`config.mk`:
```
export PLATFORM = sky130hd
export DESIGN_NAME = sw_input_periph
export DESIGN_NICKNAME = d
export VERILOG_FILES = /design/src/rtl/sw_input_pkg.sv /design/src/rtl/sw_input_periph_debounce_cell.sv /design/src/rtl/sw_input_periph.sv
export SDC_FILE = /design/constraint.sdc
export NUM_CORES = 1
export LEC_CHECK = 0
export BUFFER_PORTS_ARGS = -buffer_cell sky130_fd_sc_hd__buf_2
export CAP_MARGIN = 15
export CORE_MARGIN = 2
export CORE_UTILIZATION = 50
export CTS_CLUSTER_DIAMETER = 40
export DETAILED_ROUTE_END_ITERATION = 8
export MAX_ROUTING_LAYER = met4
export PLACE_DENSITY = 0.82
export REMOVE_ABC_BUFFERS = 1
export SYNTH_ARGS = -nofsm -noshare
export SYNTH_HDL_FRONTEND = slang
export SYNTH_SLANG_ARGS = --single-unit
```
`constraint.sdc`:
```
create_clock -name clk -period 2 [get_ports clk]
set_input_delay 0.1 -clock clk [delete_from_list [all_inputs] [get_ports clk]]
set_output_delay 0.1 -clock clk [all_outputs]
set_load 0.005 [all_outputs]
```
`src/rtl/sw_input_pkg.sv`:
```
// Shared register map, control-bit positions and defaults for the switch/button
// input peripheral.
package sw_input_pkg;

    typedef enum logic [1:0] {
        ADDR_STATE  = 2'd0,
        ADDR_EVENTS = 2'd1,
        ADDR_COUNT  = 2'd2,
        ADDR_CTRL   = 2'd3
    } reg_addr_e;

    // Fall events live in the upper half of the EVENTS word.
    localparam int unsigned FALL_BASE = 16;

    localparam int unsigned CTRL_IRQ_EN      = 0;
    localparam int unsigned CTRL_FALL_IRQ_EN = 1;

    // 10 ms at 12 MHz.
    localparam int unsigned DEFAULT_DEBOUNCE_CYCLES = 120000;

endpackage

```
`src/rtl/sw_input_periph_debounce_cell.sv`:
```
// One input bit: two-flop synchroniser followed by a stable-count debouncer
// that emits single-cycle rise/fall pulses when the accepted level changes.
module debounce_cell
    import sw_input_pkg::*;
#(
    parameter int unsigned DEBOUNCE_CYCLES = DEFAULT_DEBOUNCE_CYCLES
) (
    input  logic clk,
    input  logic rst_n,
    input  logic pad_i,
    output logic stable_o,
    output logic rise_o,
    output logic fall_o
);

    localparam int unsigned CW = $clog2(DEBOUNCE_CYCLES);
    localparam logic [CW-1:0] LAST = CW'(DEBOUNCE_CYCLES - 1);

    logic          s1_q, s2_q;
    logic          stable_q, stable_d;
    logic [CW-1:0] cnt_q, cnt_d;

    always_ff @(posedge clk) begin
        if (!rst_n) begin
            s1_q     <= 1'b0;
            s2_q     <= 1'b0;
            stable_q <= 1'b0;
            cnt_q    <= '0;
        end else begin
            s1_q     <= pad_i;
            s2_q     <= s1_q;
            stable_q <= stable_d;
            cnt_q    <= cnt_d;
        end
    end

    // Pulses are combinational so the parent can latch them on the same edge
    // that updates stable_q.
    always_comb begin
        stable_d = stable_q;
        cnt_d    = cnt_q;
        rise_o   = 1'b0;
        fall_o   = 1'b0;
        if (s2_q == stable_q) begin
            cnt_d = '0;
        end else if (cnt_q == LAST) begin
            stable_d = s2_q;
            cnt_d    = '0;
            rise_o   = s2_q;
            fall_o   = ~s2_q;
        end else begin
            cnt_d = cnt_q + 1'b1;
        end
    end

    assign stable_o = stable_q;

endmodule

```
`src/rtl/sw_input_periph.sv`:
```
// Memory-mapped switch/button input block: debounced levels, sticky W1C edge
// events, saturating press counter and a registered level interrupt.
module sw_input_periph
    import sw_input_pkg::*;
#(
    parameter int unsigned N_INPUTS        = 1,
    parameter int unsigned DEBOUNCE_CYCLES = DEFAULT_DEBOUNCE_CYCLES,
    parameter int unsigned CNT_W           = 16
) (
    input  logic                clk,
    input  logic                rst_n,
    input  logic [N_INPUTS-1:0] pad_in,
    input  logic                sel,
    input  logic                we,
    input  logic [1:0]          addr,
    input  logic [31:0]         wdata,
    output logic [31:0]         rdata,
    output logic                irq,
    output logic [N_INPUTS-1:0] level
);

    logic [N_INPUTS-1:0] stable, rise_p, fall_p;

    for (genvar g = 0; g < N_INPUTS; g++) begin : g_cell
        debounce_cell #(
            .DEBOUNCE_CYCLES(DEBOUNCE_CYCLES)
        ) u_cell (
            .clk     (clk),
            .rst_n   (rst_n),
            .pad_i   (pad_in[g]),
            .stable_o(stable[g]),
            .rise_o  (rise_p[g]),
            .fall_o  (fall_p[g])
        );
    end

    logic [N_INPUTS-1:0] rise_ev_q, rise_ev_d, fall_ev_q, fall_ev_d;
    logic [CNT_W-1:0]    count_q, count_d;
    logic [1:0]          ctrl_q, ctrl_d;
    logic [31:0]         rdata_q, rdata_d;
    logic                irq_q, irq_d;
    logic                wr, rd;
    reg_addr_e           addr_e;
    logic                unused_wdata;

    assign addr_e       = reg_addr_e'(addr);
    assign wr           = sel & we;
    assign rd           = sel & ~we;
    assign unused_wdata = ^wdata;

    always_ff @(posedge clk) begin
        if (!rst_n) begin
            rise_ev_q <= '0;
            fall_ev_q <= '0;
            count_q   <= '0;
            ctrl_q    <= '0;
            rdata_q   <= '0;
            irq_q     <= 1'b0;
        end else begin
            rise_ev_q <= rise_ev_d;
            fall_ev_q <= fall_ev_d;
            count_q   <= count_d;
            ctrl_q    <= ctrl_d;
            rdata_q   <= rdata_d;
            irq_q     <= irq_d;
        end
    end

    always_comb begin
        rise_ev_d = rise_ev_q | rise_p;
        fall_ev_d = fall_ev_q | fall_p;
        count_d   = count_q;
        ctrl_d    = ctrl_q;
        rdata_d   = '0;

        // Hardware set is OR-ed in after the clear so it wins a collision.
        if (wr && addr_e == ADDR_EVENTS) begin
            rise_ev_d = (rise_ev_q & ~wdata[N_INPUTS-1:0]) | rise_p;
            fall_ev_d = (fall_ev_q & ~wdata[FALL_BASE +: N_INPUTS]) | fall_p;
        end

        if (wr && addr_e == ADDR_COUNT) begin
            count_d    = '0;
            count_d[0] = |rise_p;
        end else if (|rise_p && count_q != '1) begin
            count_d = count_q + 1'b1;
        end

        if (wr && addr_e == ADDR_CTRL) begin
            ctrl_d = wdata[1:0];
        end

        irq_d = ctrl_q[CTRL_IRQ_EN] &
                (|rise_ev_q | (ctrl_q[CTRL_FALL_IRQ_EN] & |fall_ev_q));

        if (rd) begin
            case (addr_e)
                ADDR_STATE:  rdata_d[N_INPUTS-1:0] = stable;
                ADDR_EVENTS: begin
                    rdata_d[N_INPUTS-1:0]          = rise_ev_q;
                    rdata_d[FALL_BASE +: N_INPUTS] = fall_ev_q;
                end
                ADDR_COUNT:  rdata_d[CNT_W-1:0] = count_q;
                ADDR_CTRL:   rdata_d[1:0]       = ctrl_q;
                default:     rdata_d = '0;
            endcase
        end
    end

    assign rdata = rdata_q;
    assign irq   = irq_q;
    assign level = stable;

endmodule

```
# Yosys cells after proc, flatten, opt, wreduce, memory -nomap -nowiden
# Index checks and enable logic that the tools add are counted.
[classes] add_sub_neg=2 n_eq_ne=6 mux=10 bitwise_logic=17 reduce_logical=12
[ops] cell="17-bit by 1-bit adder with 17-bit output (second input constant)" count=1
[ops] cell="17-bit == test (second input constant)" count=1
[ops] cell="16-bit by 1-bit adder with 16-bit output (second input constant)" count=1
[ops] cell="16-bit inequality test (second input constant)" count=1
[ops] cell="1-bit 2-to-1 mux" count=8
[ops] cell="1-bit AND" count=6
[ops] cell="1-bit NOT" count=6
[ops] cell="3-bit AND reduction" count=2
[ops] cell="1-bit bitwise OR" count=5
[ops] cell="2-bit == test (second input constant)" count=2
[ops] cell="1-bit logical AND" count=4
[ops] cell="1-bit case mux with 4 select lines" count=1
[ops] cell="2-bit AND reduction" count=2
[ops] cell="3-bit OR reduction" count=1
[ops] cell="2-bit by 1-bit == test with 1-bit output (second input constant)" count=1
[ops] cell="2-bit zero test" count=1
[ops] cell="1-bit case mux with 2 select lines" count=1
[ops] cell="2-bit nonzero test" count=1
[ops] cell="2-bit OR reduction" count=1
[ops] cell="1-bit == test" count=1
[word_totals] register_bits=73

# Longest topological paths before layout
# Gate-level depths: netlist of run 1.
[logic_depth] depth_word=6 mapped_depth=8

# By module
# A second synthesis of run 1 with hierarchy kept.
[hier_totals] cells_unflattened=279 hier_area_um2=2592.5
[modules_own_cells] mod="sw_input_periph" n_inst=1 cells_each=183 area_per_inst_um2=1685.4 seq_area_each_um2=760.7
[modules_own_cells] mod="debounce_cell" n_inst=1 cells_each=96 area_per_inst_um2=907.1 seq_area_each_um2=400.4

# Worst setup path after synthesis of run 1
# OpenSTA, ideal clock, no wires.
[synth_path] path_type="reg2reg" startpoint="reg g_cell[0].u_cell.cnt_q[0]" endpoint="reg g_cell[0].u_cell.cnt_q[10]" setup_time_ns=0.117 t_arrival_ns=1.671 t_required_ns=1.883 path_slack_ns=0.212 path_stages_with_launch=8 cell_sequence="dfxtp_1 -> ha_1 -> and3_2 -> nand4_4 -> or2_4 -> o211ai_1 -> buf_2 -> nor2_1"
[synth_via] elab_chain_len=2 elab_cells_between_ends=3 classes_between="add/sub (1); eq/ne (1); reduce/logical (1)"
[synth_lines] item="start: declaration" line_no="sw_input_periph_debounce_cell.sv:21" rtl="logic [CW-1:0] cnt_q, cnt_d;"
[synth_lines] item="start signal: assignment" line_no="sw_input_periph_debounce_cell.sv:33" rtl="cnt_q <= cnt_d;"
[synth_lines] item="parallel branches: the longest is 2 deep, another holds 17-bit by 1-bit adder with 17-bit output"
# Several ways; the timed one is not identified.
# A chain may end at the register's enable or synchronous reset.

# Final worst setup path of run 1
[layout_path] startpoint="reg g_cell[0].u_cell.cnt_q[0]" endpoint="reg count_q[11]"
[layout_via] elab_chain_len=4
[layout_lines] item="17-bit == test" line_no="sw_input_periph_debounce_cell.sv:46" rtl="end else if (cnt_q == LAST) begin"
[layout_lines] item="1-bit 2-to-1 mux" line_no="sw_input_periph_debounce_cell.sv:46"
[layout_lines] item="1-bit 2-to-1 mux" line_no="sw_input_periph_debounce_cell.sv:44" rtl="if (s2_q == stable_q) begin"
[layout_lines] item="1-bit logical AND" line_no="sw_input_periph.sv:85" rtl="end else if (|rise_p && count_q != '1) begin"
[layout_lines] item="end signal: assignment" line_no="sw_input_periph.sv:62" rtl="count_q <= count_d;"
[layout_lines] item="end: declaration" line_no="sw_input_periph.sv:38" rtl="logic [CNT_W-1:0] count_q, count_d;"
# Every way passes these cells.

==> results of run 1 <==
[power groups by stage]
| stage | Clock [mW] | Sequential (mW) | Combinational [mW] |
|---|---|---|---|
| floorplan | 0 | 1.19 | 0.0272 |
| global placement | 0 | 1.19 | 0.0514 |
| detailed placement | 0 | 1.19 | 0.0519 |
| CTS | 1.07 | 1.16 | 0.0534 |
| global route | 1.12 | 1.16 | 0.0614 |
| finish | 1.05 | 1.16 | 0.0540 |
[final cells by class]
type	instances	area, µm²	area share
Timing Repair Buffer	41	253	0.0837
Clock buffer	11	141	0.0468
Multi-Input combinational cell	207	1300	0.430
Tap cell	70	87.6	0.0290
Clock inverter	5	53.8	0.0178
Sequential cell	58	1160	0.385
Inverter	6	22.5	0.00746
[routing by layer]
| metal | vias up | GRT usage |
|---|---|---|
| met1 | 986 | 0.217 |
| met2 | 50 | 0.298 |
| li1 | 1034 | - |
| met5 | - | - |
| met4 | 0 | 0.0624 |
| met3 | 2 | 0.0807 |
[stage by stage]
stage	util	setup WS [ns]	total power [mW]	instances
finish	0.599	0.121	2.26	398
CTS	0.592	0.0371	2.29	397
floorplan	-	0.161	1.21	270
global placement	0.551	0.104	1.24	380
detailed placement	0.551	0.0550	1.24	380
global route	0.599	0.00822	2.34	398
[worst max path at each step]
stage	startpoint	endpoint	slack, ns	cells past startpoint
after floorplan	g_cell[0].u_cell.cnt_q[0]	count_q[11]	0.16	6
after global placement	g_cell[0].u_cell.cnt_q[0]	count_q[11]	0.10	6
after detailed placement	g_cell[0].u_cell.cnt_q[0]	count_q[11]	0.05	6
after CTS	g_cell[0].u_cell.cnt_q[0]	count_q[11]	0.04	6
after global routing	g_cell[0].u_cell.cnt_q[0]	count_q[11]	0.008	6
final	g_cell[0].u_cell.cnt_q[0]	count_q[11]	0.12	6
[synthesized netlist by cell type (4+ instances only)]
cell type	instances
buf_4	16
xnor2_1	10
nand2_1	24
o211ai_1	7
or4_1	9
clkbuf_1	4
xor2_1	5
nor2b_1	6
and2_1	18
and3_1	8
nand3_1	16
nor2_1	32
dfxtp_1	58
a21oi_1	5
nor3_1	5
nand4_1	7
inv_1	6
mux2i_1	4
[state kept, by name, indices dropped and copies added, names as in the netlist]
signal / cells
count_q: 16
ctrl_q: 2
fall_ev_q: 1
irq: 1
g_cell.u_cell.cnt_q: 17
rdata: 17
g_cell.u_cell.s1_q: 1
rise_ev_q: 1
g_cell.u_cell.s2_q: 1
g_cell.u_cell.stable_o: 1
[critical path: stages (launching register included)]
cell	delay (ns)
dfxtp_1	0.34
ha_1	0.17
and3_2	0.25
and3_4	0.26
o211ai_4	0.15
or4_1	0.49
a21oi_1	0.15
[placed cells by master (no fill, tap or decap), types with 2 or more instances in the layout]
cell type,n
and4b_1,2
and4_1,2
inv_1,6
nand3_1,16
xor2_1,5
a21oi_1,5
buf_4,11
a21boi_0,3
nand4_4,2
xnor2_1,10
buf_2,28
clkbuf_8,10
o31ai_1,2
nand2_1,24
o211ai_1,7
ha_1,2
o21ai_0,3
o211ai_4,2
nor2_1,32
clkinv_2,3
nor2b_1,6
nor3_1,5
nand4_1,7
dfxtp_1,58
or4_1,9
mux2i_1,4
conb_1,15
and2_1,18
and3_1,8
or3_1,2
o21a_1,3
[repair_timing]
item | in CTS | in global routing
buffers inserted | 0 | 0
endpoints found under the setup margin | 0 | 10
hold buffers | 1 | 0
hold endpoints to repair | 1 | 0
gates resized for setup | 0 | 3
[cell families (layout without fill, tap and decap cells)]
logic type,count (synthesis),in the layout,share of synthesized area
fa+ha+maj,2,2,0.00974
other cells,1,15,0.00146
compound gates,28,29,0.0799
simple gates,141,141,0.305
buf+inv,31,63,0.0760
mux,5,5,0.0244
flops,58,58,0.452
xor+xnor,15,15,0.0511
==> impl_metrics.env, run 1 <==
export IMPL_status="finished clean"
export IMPL_via_per_inst=5.21
export IMPL_cts_tree="built"
export IMPL_p_switching_uw=481
export IMPL_rr_worst_depth=6
export IMPL_chipWidth_um=75.7
export IMPL_dieHeight_um=75.7
export IMPL_ant_nets=0
export IMPL_p_sw_frac=0.213
export IMPL_io_buffers=28
export IMPL_clockPowerShare=0.464
export IMPL_fin_crit_sh=0.939
export IMPL_path_clk_slew_ns=0.06
export IMPL_via_count=2072
export IMPL_root_buffer="clkbuf_8"
export IMPL_yosysTopAreaCellShare=0.452
export IMPL_leakage_nw=1.23
export IMPL_wl_met2_um=2430
export IMPL_drt_pass1_iterations=7
export IMPL_avgSynthCellArea_um2=9.14
export IMPL_grt_pass1_wl_um=7900
export IMPL_hold_end="ctrl_q[1]"
export IMPL_synth_edf_count=0
export IMPL_core_um2=5040
export IMPL_rows=26
export IMPL_rsz0062_at_grt="false"
export IMPL_ctsLongestPathBuffers=2
export IMPL_wl_um=4830
export IMPL_setup_viol=0
export IMPL_top_layer="met4"
export IMPL_powerDensity_nw_per_um2=750
export IMPL_grt_use_total=0.189
export IMPL_die_area_um2=5730
export IMPL_crit_type="register to register"
export IMPL_cts_buffers=9
export IMPL_final_fill_count=440
export IMPL_cts_sinks=58
export IMPL_fin_nets=364
export IMPL_rr_startpoint="g_cell[0].u_cell.cnt_q[0]"
export IMPL_antenna_found_initial=0
export IMPL_hpwl_um=3340
export IMPL_holdPathStages=3
export IMPL_ys_seq_area_frac=0.452
export IMPL_drc=0
export IMPL_pwr_share_comb=0.024
export IMPL_grt_pass1_vias=1851
export IMPL_yosys_top_cells_area="dfxtp_1 (45%), buf_4 (4.7%), nor2_1 (4.7%)"
export IMPL_grt_max_degree=25
export IMPL_ir_drop_mv=0.601
export IMPL_tightestPinTransition_ns=0.526
export IMPL_clock_latency_ns=0.34
export IMPL_r2r_setup_slack_ns=0.12
export IMPL_initialDrtViolationCount=114
export IMPL_yosysTopAreaCell="dfxtp_1"
export IMPL_met3RoutedLength_um=212
export IMPL_finalCriticalPeriod_ns=1.88
export IMPL_max_freq_mhz=532
export IMPL_ios=73
export IMPL_wl_met1_um=2170
export IMPL_drv_cap=0
export IMPL_reg2reg_to="count_q[11]"
export IMPL_p_int_mw=1.78
export IMPL_htree_num_levels=3
export IMPL_cp_data_required_time_ns=2.26
export IMPL_seq_power_share=0.513
export IMPL_start_util=0.509
export IMPL_netlist_instances=281
export IMPL_drive_gt1_frac=0.198
export IMPL_areaGrowthSynthToFinish_pct=17.5
export IMPL_design_area_um2=3020
export IMPL_tns_ns=0
export IMPL_cp_arrival_ns=2.14
export IMPL_holdWs_ns=0.0358
export IMPL_crit_path_end_kind="register"
export IMPL_antenna_cells=0
export IMPL_maxSlewViolCount=0
export IMPL_cp_start_kind="register"
export IMPL_ys_flop_type="dfxtp_1"
export IMPL_hold_class="primary input to register"
export IMPL_synth_warnings=0
export IMPL_path_max_fanout=12
export IMPL_async_flop_share=0
export IMPL_relSlewSlack=0.648
export IMPL_clock_skew_final_ns=0.00622
export IMPL_min_delay_start="wdata[1]"
export IMPL_synth_seq_cells=58
export IMPL_overflow=0
export IMPL_finalHoldViolCount=0
export IMPL_dpl_cell_area_um2=2780
export IMPL_netlist_area_um2=2570
export IMPL_synth_cell_types=44
export IMPL_gp_congestion=0.868
export IMPL_wire_per_inst_um=12.1
No activity file was read; power rests on OpenSTA's default activity.
==> inputs of run 2 (changes only) <==
--- a/config.mk
+++ b/config.mk
@@ -8,12 +8,13 @@
 export BUFFER_PORTS_ARGS = -buffer_cell sky130_fd_sc_hd__buf_2
 export CAP_MARGIN = 15
 export CORE_MARGIN = 2
-export CORE_UTILIZATION = 50
+export CORE_UTILIZATION = 51
 export CTS_CLUSTER_DIAMETER = 40
 export DETAILED_ROUTE_END_ITERATION = 8
 export MAX_ROUTING_LAYER = met4
-export PLACE_DENSITY = 0.82
+export PLACE_DENSITY = 0.83
 export REMOVE_ABC_BUFFERS = 1
 export SYNTH_ARGS = -nofsm -noshare
 export SYNTH_HDL_FRONTEND = slang
+export SYNTH_HIERARCHICAL = 1
 export SYNTH_SLANG_ARGS = --single-unit
==> run 2 against run 1 <==
The run now ends with negative setup slack left. Via count rose by 8.5%. Sequential share of layout area fell by 3.0 points. Area after synthesis rose by 0.93%. Count of clock-buffer cells in the layout rose by 1. Sequential cell count did not move. Non-clock buffer count rose by 25. Setup slack got worse by 0.26 ns.
==> impl_metrics.env, run 2 <==
export IMPL_synth_seq_cells=58
export IMPL_via_per_inst=5.37
export IMPL_netlist_instances=279
export IMPL_cp_arrival_ns=2.40
export IMPL_antenna_cells=0
export IMPL_maxSlewViolCount=0
export IMPL_gp_congestion=0.921
export IMPL_drt_pass1_iterations=5
export IMPL_areaGrowthSynthToFinish_pct=26.7
export IMPL_final_fill_count=376
export IMPL_crit_buf_inv=2
export IMPL_ys_flop_type="dfxtp_1"
export IMPL_io_buffers=28
export IMPL_synth_top_cells_by_count="dfxtp_1 (58), nor2_1 (23), buf_4 (17)"
export IMPL_ir_drop_mv=0.581
export IMPL_path_clk_slew_ns=0.06
export IMPL_yosysTopAreaCell="dfxtp_1"
export IMPL_powerDensity_nw_per_um2=655
export IMPL_synthSimpleGateAreaFrac=0.324
export IMPL_core_um2=4820
export IMPL_antenna_found_initial=0
export IMPL_cpPeakStageDelay_ns=0.41
export IMPL_synthMuxAreaShare=0.0241
export IMPL_root_buffer="clkbuf_8"
export IMPL_async_flop_share=0
export IMPL_dpl_cell_count=399
export IMPL_synth_edf_count=0
export IMPL_finalCriticalPeriod_ns=2.14
export IMPL_path_max_fanout=4
export IMPL_dieHeight_um=75.3
export IMPL_max_freq_mhz=468
export IMPL_cts_buffers=9
export IMPL_synth_top_family_by_area="simple AND/OR/NAND/NOR gates"
export IMPL_tns_ns=-0.561
export IMPL_cp_start_kind="register"
export IMPL_ant_nets=0
export IMPL_start_util=0.538
export IMPL_cp_common_cell="buf_6"
export IMPL_fin_nets=389
export IMPL_stdcell_count=419
export IMPL_cts_sinks=58
export IMPL_crit_chain="ha_4 > and4_1 > nand4_1 > nor2_2 > buf_6 > buf_6 > nand2_1 > or4_1 > or3_1 > a21oi_1"
export IMPL_tightestPinTransition_ns=0.528
export IMPL_drc=0
export IMPL_rsz0062_at_grt="true"
export IMPL_synth_xor_area_frac=0.0439
export IMPL_overflow=0
export IMPL_rr_startpoint="g_cell[0].u_cell/cnt_q[0]"
export IMPL_ios=73
export IMPL_clock_skew_final_ns=0.00561
export IMPL_chipWidth_um=75.3
export IMPL_yosysMostFrequentCell="dfxtp_1"
export IMPL_synth_warnings=6
export IMPL_finalHoldViolCount=0
export IMPL_hold_class="primary input to register"
export IMPL_htree_num_levels=3
export IMPL_wl_um=5710
export IMPL_clock_latency_ns=0.33
export IMPL_status="complete, but fails checks"
export IMPL_crit_path_end_kind="register"
export IMPL_fin_crit_sh=1.07
export IMPL_cp_data_required_time_ns=2.26
export IMPL_initialDrtViolationCount=161
export IMPL_layout_common_cells="dfxtp_1 (54), buf_4 (35), buf_2 (28)"
export IMPL_slowest_stage="or4_1"
export IMPL_relSlewSlack=0.645
export IMPL_reg2reg_to="count_q[9]"
export IMPL_rr_worst_depth=10
export IMPL_grt_use_total=0.219
export IMPL_yosys_top_cells_area="dfxtp_1 (45%), buf_4 (4.9%), and2_1 (3.9%)"
export IMPL_drive_gt1_frac=0.324
export IMPL_crit_type="register to register"
export IMPL_synthAdderAreaFrac=0.00965
export IMPL_rows=25
export IMPL_leakage_nw=1.31
export IMPL_die_area_um2=5670
export IMPL_grt_pass1_wl_um=9030
export IMPL_min_delay_start="wdata[1]"
export IMPL_wire_per_inst_um=13.6
export IMPL_setup_slack_ns=-0.138
export IMPL_ctsLongestPathBuffers=2
export IMPL_avgSynthCellArea_um2=9.29
export IMPL_ys_seq_area_frac=0.448
export IMPL_hpwl_um=3870
export IMPL_drv_cap=0
export IMPL_yosysTopAreaCellShare=0.448
export IMPL_grt_pass1_vias=1987
export IMPL_synth_compound_area_share=0.0874
export IMPL_critical_path_startpoint="g_cell[0].u_cell/cnt_q[0]"
export IMPL_cts_tree="built"
export IMPL_synth_cell_types=49
export IMPL_netlist_area_um2=2590
export IMPL_hold_end="ctrl_q[1]"
export IMPL_via_count=2248
export IMPL_r2r_setup_slack_ns=-0.14
export IMPL_violations="negative setup slack"
export IMPL_setup_viol=6
export IMPL_final_common_cell="dfxtp_1"
export IMPL_grt_max_degree=17
export IMPL_crit_family="simple AND/OR/NAND/NOR gates"
export IMPL_holdPathStages=3
export IMPL_holdWs_ns=0.0225
-- run 2: worst max-delay path by stage --
| stage | end | depth (start not counted) |
|---|---|---|
| final | count_q[9] | 10 |
| after global routing | count_q[9] | 10 |
| after CTS | count_q[9] | 9 |
| after detailed placement | count_q[13] | 8 |
| after global placement | count_q[15] | 8 |
| after floorplan | count_q[13] | 8 |
-- run 2: stage by stage --
stage	cell area [µm²]	total power [mW]	worst slack [ns]	util
floorplan	2500	1.21	-0.734	-
CTS	3210	2.16	-0.153	0.666
global route	3290	2.22	-0.284	0.682
global placement	2970	1.24	-0.304	0.616
finish	3290	2.15	-0.138	0.682
detailed placement	2970	1.24	-0.326	0.616
-- run 2: per-layer routing --
layer,global-route usage,part of all wire
met2,0.340,0.48
met4,0.0838,0.018
met1,0.273,0.45
met5,-,0
met3,0.0595,0.055
-- run 2: layout make-up --
class	count	area [µm²]	share of cell area
multi-input cells	210	1420	0.432
clock inverters	3	15.0	0.00457
flip-flops and latches	58	1170	0.355
clock buffers	12	155	0.0472
well taps	67	83.8	0.0255
inverters	3	11.3	0.00343
repair buffers	66	435	0.133
-- run 2: timing repair --
action | CTS | global route
pin swaps | 7 | 6
buffers inserted | 2 | 3
gates resized for setup | 14 | 14
hold buffers | 1 | 0
endpoints found under the hold margin | 1 | 0
cloned | 0 | 0
setup endpoints to repair | 12 | 10
-- run 2: worst register-to-register path, stage by stage (launching register included) --
cell and delay, ns:
dfxtp_2 0.35, ha_4 0.13, and4_1 0.18, nand4_1 0.14, nor2_2 0.16, buf_6 0.13, buf_6 0.10, nand2_1 0.04
or4_1 0.41, or3_1 0.31, a21oi_1 0.13
-- run 2: kinds of logic (layout without fill, tap and decap cells) --
| logic type | after synthesis | count (layout) |
|---|---|---|
| adder cells (fa/ha/maj) | 2 | 2 |
| other | 1 | 15 |
| flip-flops | 58 | 58 |
| AND/OR/NAND/NOR | 138 | 138 |
| XOR/XNOR | 13 | 13 |
| buffers and inverters | 25 | 84 |
| AO/OA/AOI/OAI | 37 | 37 |
| multiplexers | 5 | 5 |
-- run 2: power by group --
part	leakage, nW	switching (mW)	internal, mW
combinational	0.748	0.0361	0.0209
clock	0.0920	0.430	0.504
sequential	0.469	0.00205	1.16
==> inputs of run 3 (changes only) <==
--- a/config.mk
+++ b/config.mk
@@ -8,11 +8,11 @@
 export BUFFER_PORTS_ARGS = -buffer_cell sky130_fd_sc_hd__buf_2
 export CAP_MARGIN = 15
 export CORE_MARGIN = 2
-export CORE_UTILIZATION = 51
+export CORE_UTILIZATION = 47
 export CTS_CLUSTER_DIAMETER = 40
 export DETAILED_ROUTE_END_ITERATION = 8
 export MAX_ROUTING_LAYER = met4
-export PLACE_DENSITY = 0.83
+export PLACE_DENSITY = 0.81
 export REMOVE_ABC_BUFFERS = 1
 export SYNTH_ARGS = -nofsm -noshare
 export SYNTH_HDL_FRONTEND = slang
==> constraint.sdc (replaced) <==
create_clock -name clk -period 1.9 [get_ports clk]
set_input_delay 0.095 -clock clk [delete_from_list [all_inputs] [get_ports clk]]
set_output_delay 0.095 -clock clk [all_outputs]
set_load 0.005 [all_outputs]
==> run 3 against run 2 <==
The flow still finishes with violations (negative setup slack). Cell count is 2.9% higher. Count of clock-buffer cells in the layout stayed put. Utilization down 4.5 points. Maximum frequency down 2.5%. Clock skew shrank 0.0019 ns. Global-route usage is 0.86 points higher. Largest power group unchanged. Combinational power is 14% higher. Largest cell class unchanged. Power grew 5.5%. Highest routed layer unchanged. Final area grew 4.9%. Hold slack worse by 0.0079 ns. Non-clock buffer count is 8 higher.
==> impl_metrics.env, run 3 (synthesis gave the netlist of run 2 again) <==
export IMPL_met2_usage=0.366
export IMPL_ctsLongestPathBuffers=2
export IMPL_cts_buffers=9
export IMPL_antenna_found_initial=0
export IMPL_grt_pass1_wl_um=10400
export IMPL_rr_worst_depth=8
export IMPL_areaGrowthSynthToFinish_pct=32.9
export IMPL_wl_um=6650
export IMPL_drc=0
export IMPL_initialDrtViolationCount=197
export IMPL_path_max_fanout=3
export IMPL_cp_arrival_ns=2.47
export IMPL_rows=27
export IMPL_via_count=2409
export IMPL_met3_usage=0.0540
export IMPL_dpl_cell_area_um2=2990
export IMPL_cp_start_kind="register"
export IMPL_cts_tree="built"
export IMPL_dieHeight_um=78.3
export IMPL_cp_data_required_time_ns=2.18
export IMPL_holdPathStages=3
export IMPL_ios=73
export IMPL_setup_slack_ns=-0.292
export IMPL_holdWs_ns=0.0147
export IMPL_final_common_cell="dfxtp_1"
export IMPL_chipWidth_um=78.3
export IMPL_drt_pass1_iterations=5
export IMPL_fin_nets=397
export IMPL_start_util=0.480
export IMPL_rr_startpoint="g_cell[0].u_cell/cnt_q[0]"
export IMPL_ir_drop_mv=0.403
export IMPL_grt_use_total=0.228
export IMPL_via_per_inst=5.59
export IMPL_rsz0062_at_grt="true"
export IMPL_leakage_nw=1.40
export IMPL_io_buffers=28
export IMPL_power_mw=2.27
export IMPL_dpl_cell_count=406
export IMPL_finalCriticalPeriod_ns=2.19
export IMPL_cts_sinks=58
export IMPL_hpwl_um=3980
export IMPL_path_clk_slew_ns=0.06
export IMPL_layout_common_cells="dfxtp_1 (51), buf_4 (39), buf_2 (28)"
export IMPL_finalHoldViolCount=0
export IMPL_core_um2=5410
export IMPL_overflow=0
export IMPL_setup_viol=12
export IMPL_clock_skew_final_ns=0.00374
export IMPL_max_freq_mhz=456
export IMPL_tns_ns=-1.83
export IMPL_gp_congestion=0.880
export IMPL_violations="negative setup slack"
export IMPL_hold_class="primary input to register"
export IMPL_clock_latency_ns=0.34
export IMPL_antenna_cells=0
export IMPL_drv_cap=0
export IMPL_grt_pass1_vias=2245
export IMPL_maxSlewViolCount=0
export IMPL_final_fill_count=430
export IMPL_die_area_um2=6130
export IMPL_critical_path_startpoint="g_cell[0].u_cell/cnt_q[0]"
export IMPL_grt_busiest_layer="met2"
export IMPL_tightestPinTransition_ns=0.515
export IMPL_stdcell_count=431
export IMPL_root_buffer="clkbuf_8"
export IMPL_ant_nets=0
export IMPL_relSlewSlack=0.656
export IMPL_wire_per_inst_um=15.4
export IMPL_grt_max_degree=17
export IMPL_grtUsageMet1=0.264
export IMPL_drive_gt1_frac=0.359
export IMPL_design_area_um2=3450
export IMPL_crit_type="register to register"
export IMPL_fin_crit_sh=1.15
export IMPL_crit_path_end_kind="register"
export IMPL_min_delay_start="wdata[1]"
export IMPL_htree_num_levels=3
export IMPL_status="complete, but fails checks"
export IMPL_powerDensity_nw_per_um2=659
[run 3: cell types whose count changed in the layout (fill, tap and decap cells not counted), sizes merged]
cell	before	now
clkbuf	12	13
buf	65	72
clkinv	3	2
[run 3: layer usage]
| layer | vias to the layer above | part of all wire |
|---|---|---|
| met2 | 118 | 0.49 |
| met1 | 1132 | 0.40 |
| met4 | 0 | 0.034 |
| met3 | 27 | 0.071 |
| li1 | 1132 | - |
| met5 | - | 0 |
[run 3: final timing paths]
kind | endpoint | slack, ns
setup / recovery | count_q[15] | -0.29
hold / removal | ctrl_q[1] | 0.01
setup reg to reg | count_q[15] | -0.29
hold reg to reg | g_cell[0].u_cell/s2_q | 0.44
[run 3: power by group]
| group | internal, mW | total (mW) | leakage [nW] | switching [mW] |
|---|---|---|---|---|
| clock | 0.529 | 0.982 | 0.0883 | 0.453 |
| sequential | 1.22 | 1.22 | 0.471 | 0.00212 |
| combinational | 0.0260 | 0.0652 | 0.844 | 0.0393 |
| total | 1.78 | 2.27 | 1.40 | 0.494 |
[run 3: metrics by stage]
stage	setup slack, ns	utilization
2_1_floorplan	-0.834	-
3_3_place_gp	-0.344	0.553
3_5_place_dp	-0.366	0.553
4_1_cts	-0.224	0.614
5_1_grt	-0.352	0.638
6_report	-0.292	0.638
[run 3: critical path, stage by stage, from the launching register on]
cell     delay, ns
dfxtp_2       0.35
ha_4          0.13
and4_1        0.19
nand4_1       0.13
nor2_2        0.20
nand4_1       0.09
or4_4         0.46
or4_4         0.44
a21oi_2       0.14
[run 3: final cells by class]
cell class	count	area, µm²	area share
repair buffers	74	537	0.156
clock buffers	12	155	0.0450
inverters	3	11.3	0.00327
multi-input cells	210	1470	0.426
well taps	72	90.1	0.0261
clock inverters	2	13.8	0.00399
flip-flops and latches	58	1170	0.340
[run 3: repair_timing]
item / 4_1_cts / 5_1_grt
pin swaps: 13 / 10
hold buffers: 1 / 0
setup buffers: 8 / 6
resized for setup: 29 / 21
endpoints found under the setup margin: 14 / 35
endpoints found under the hold margin: 1 / 0
cloned: 0 / 1
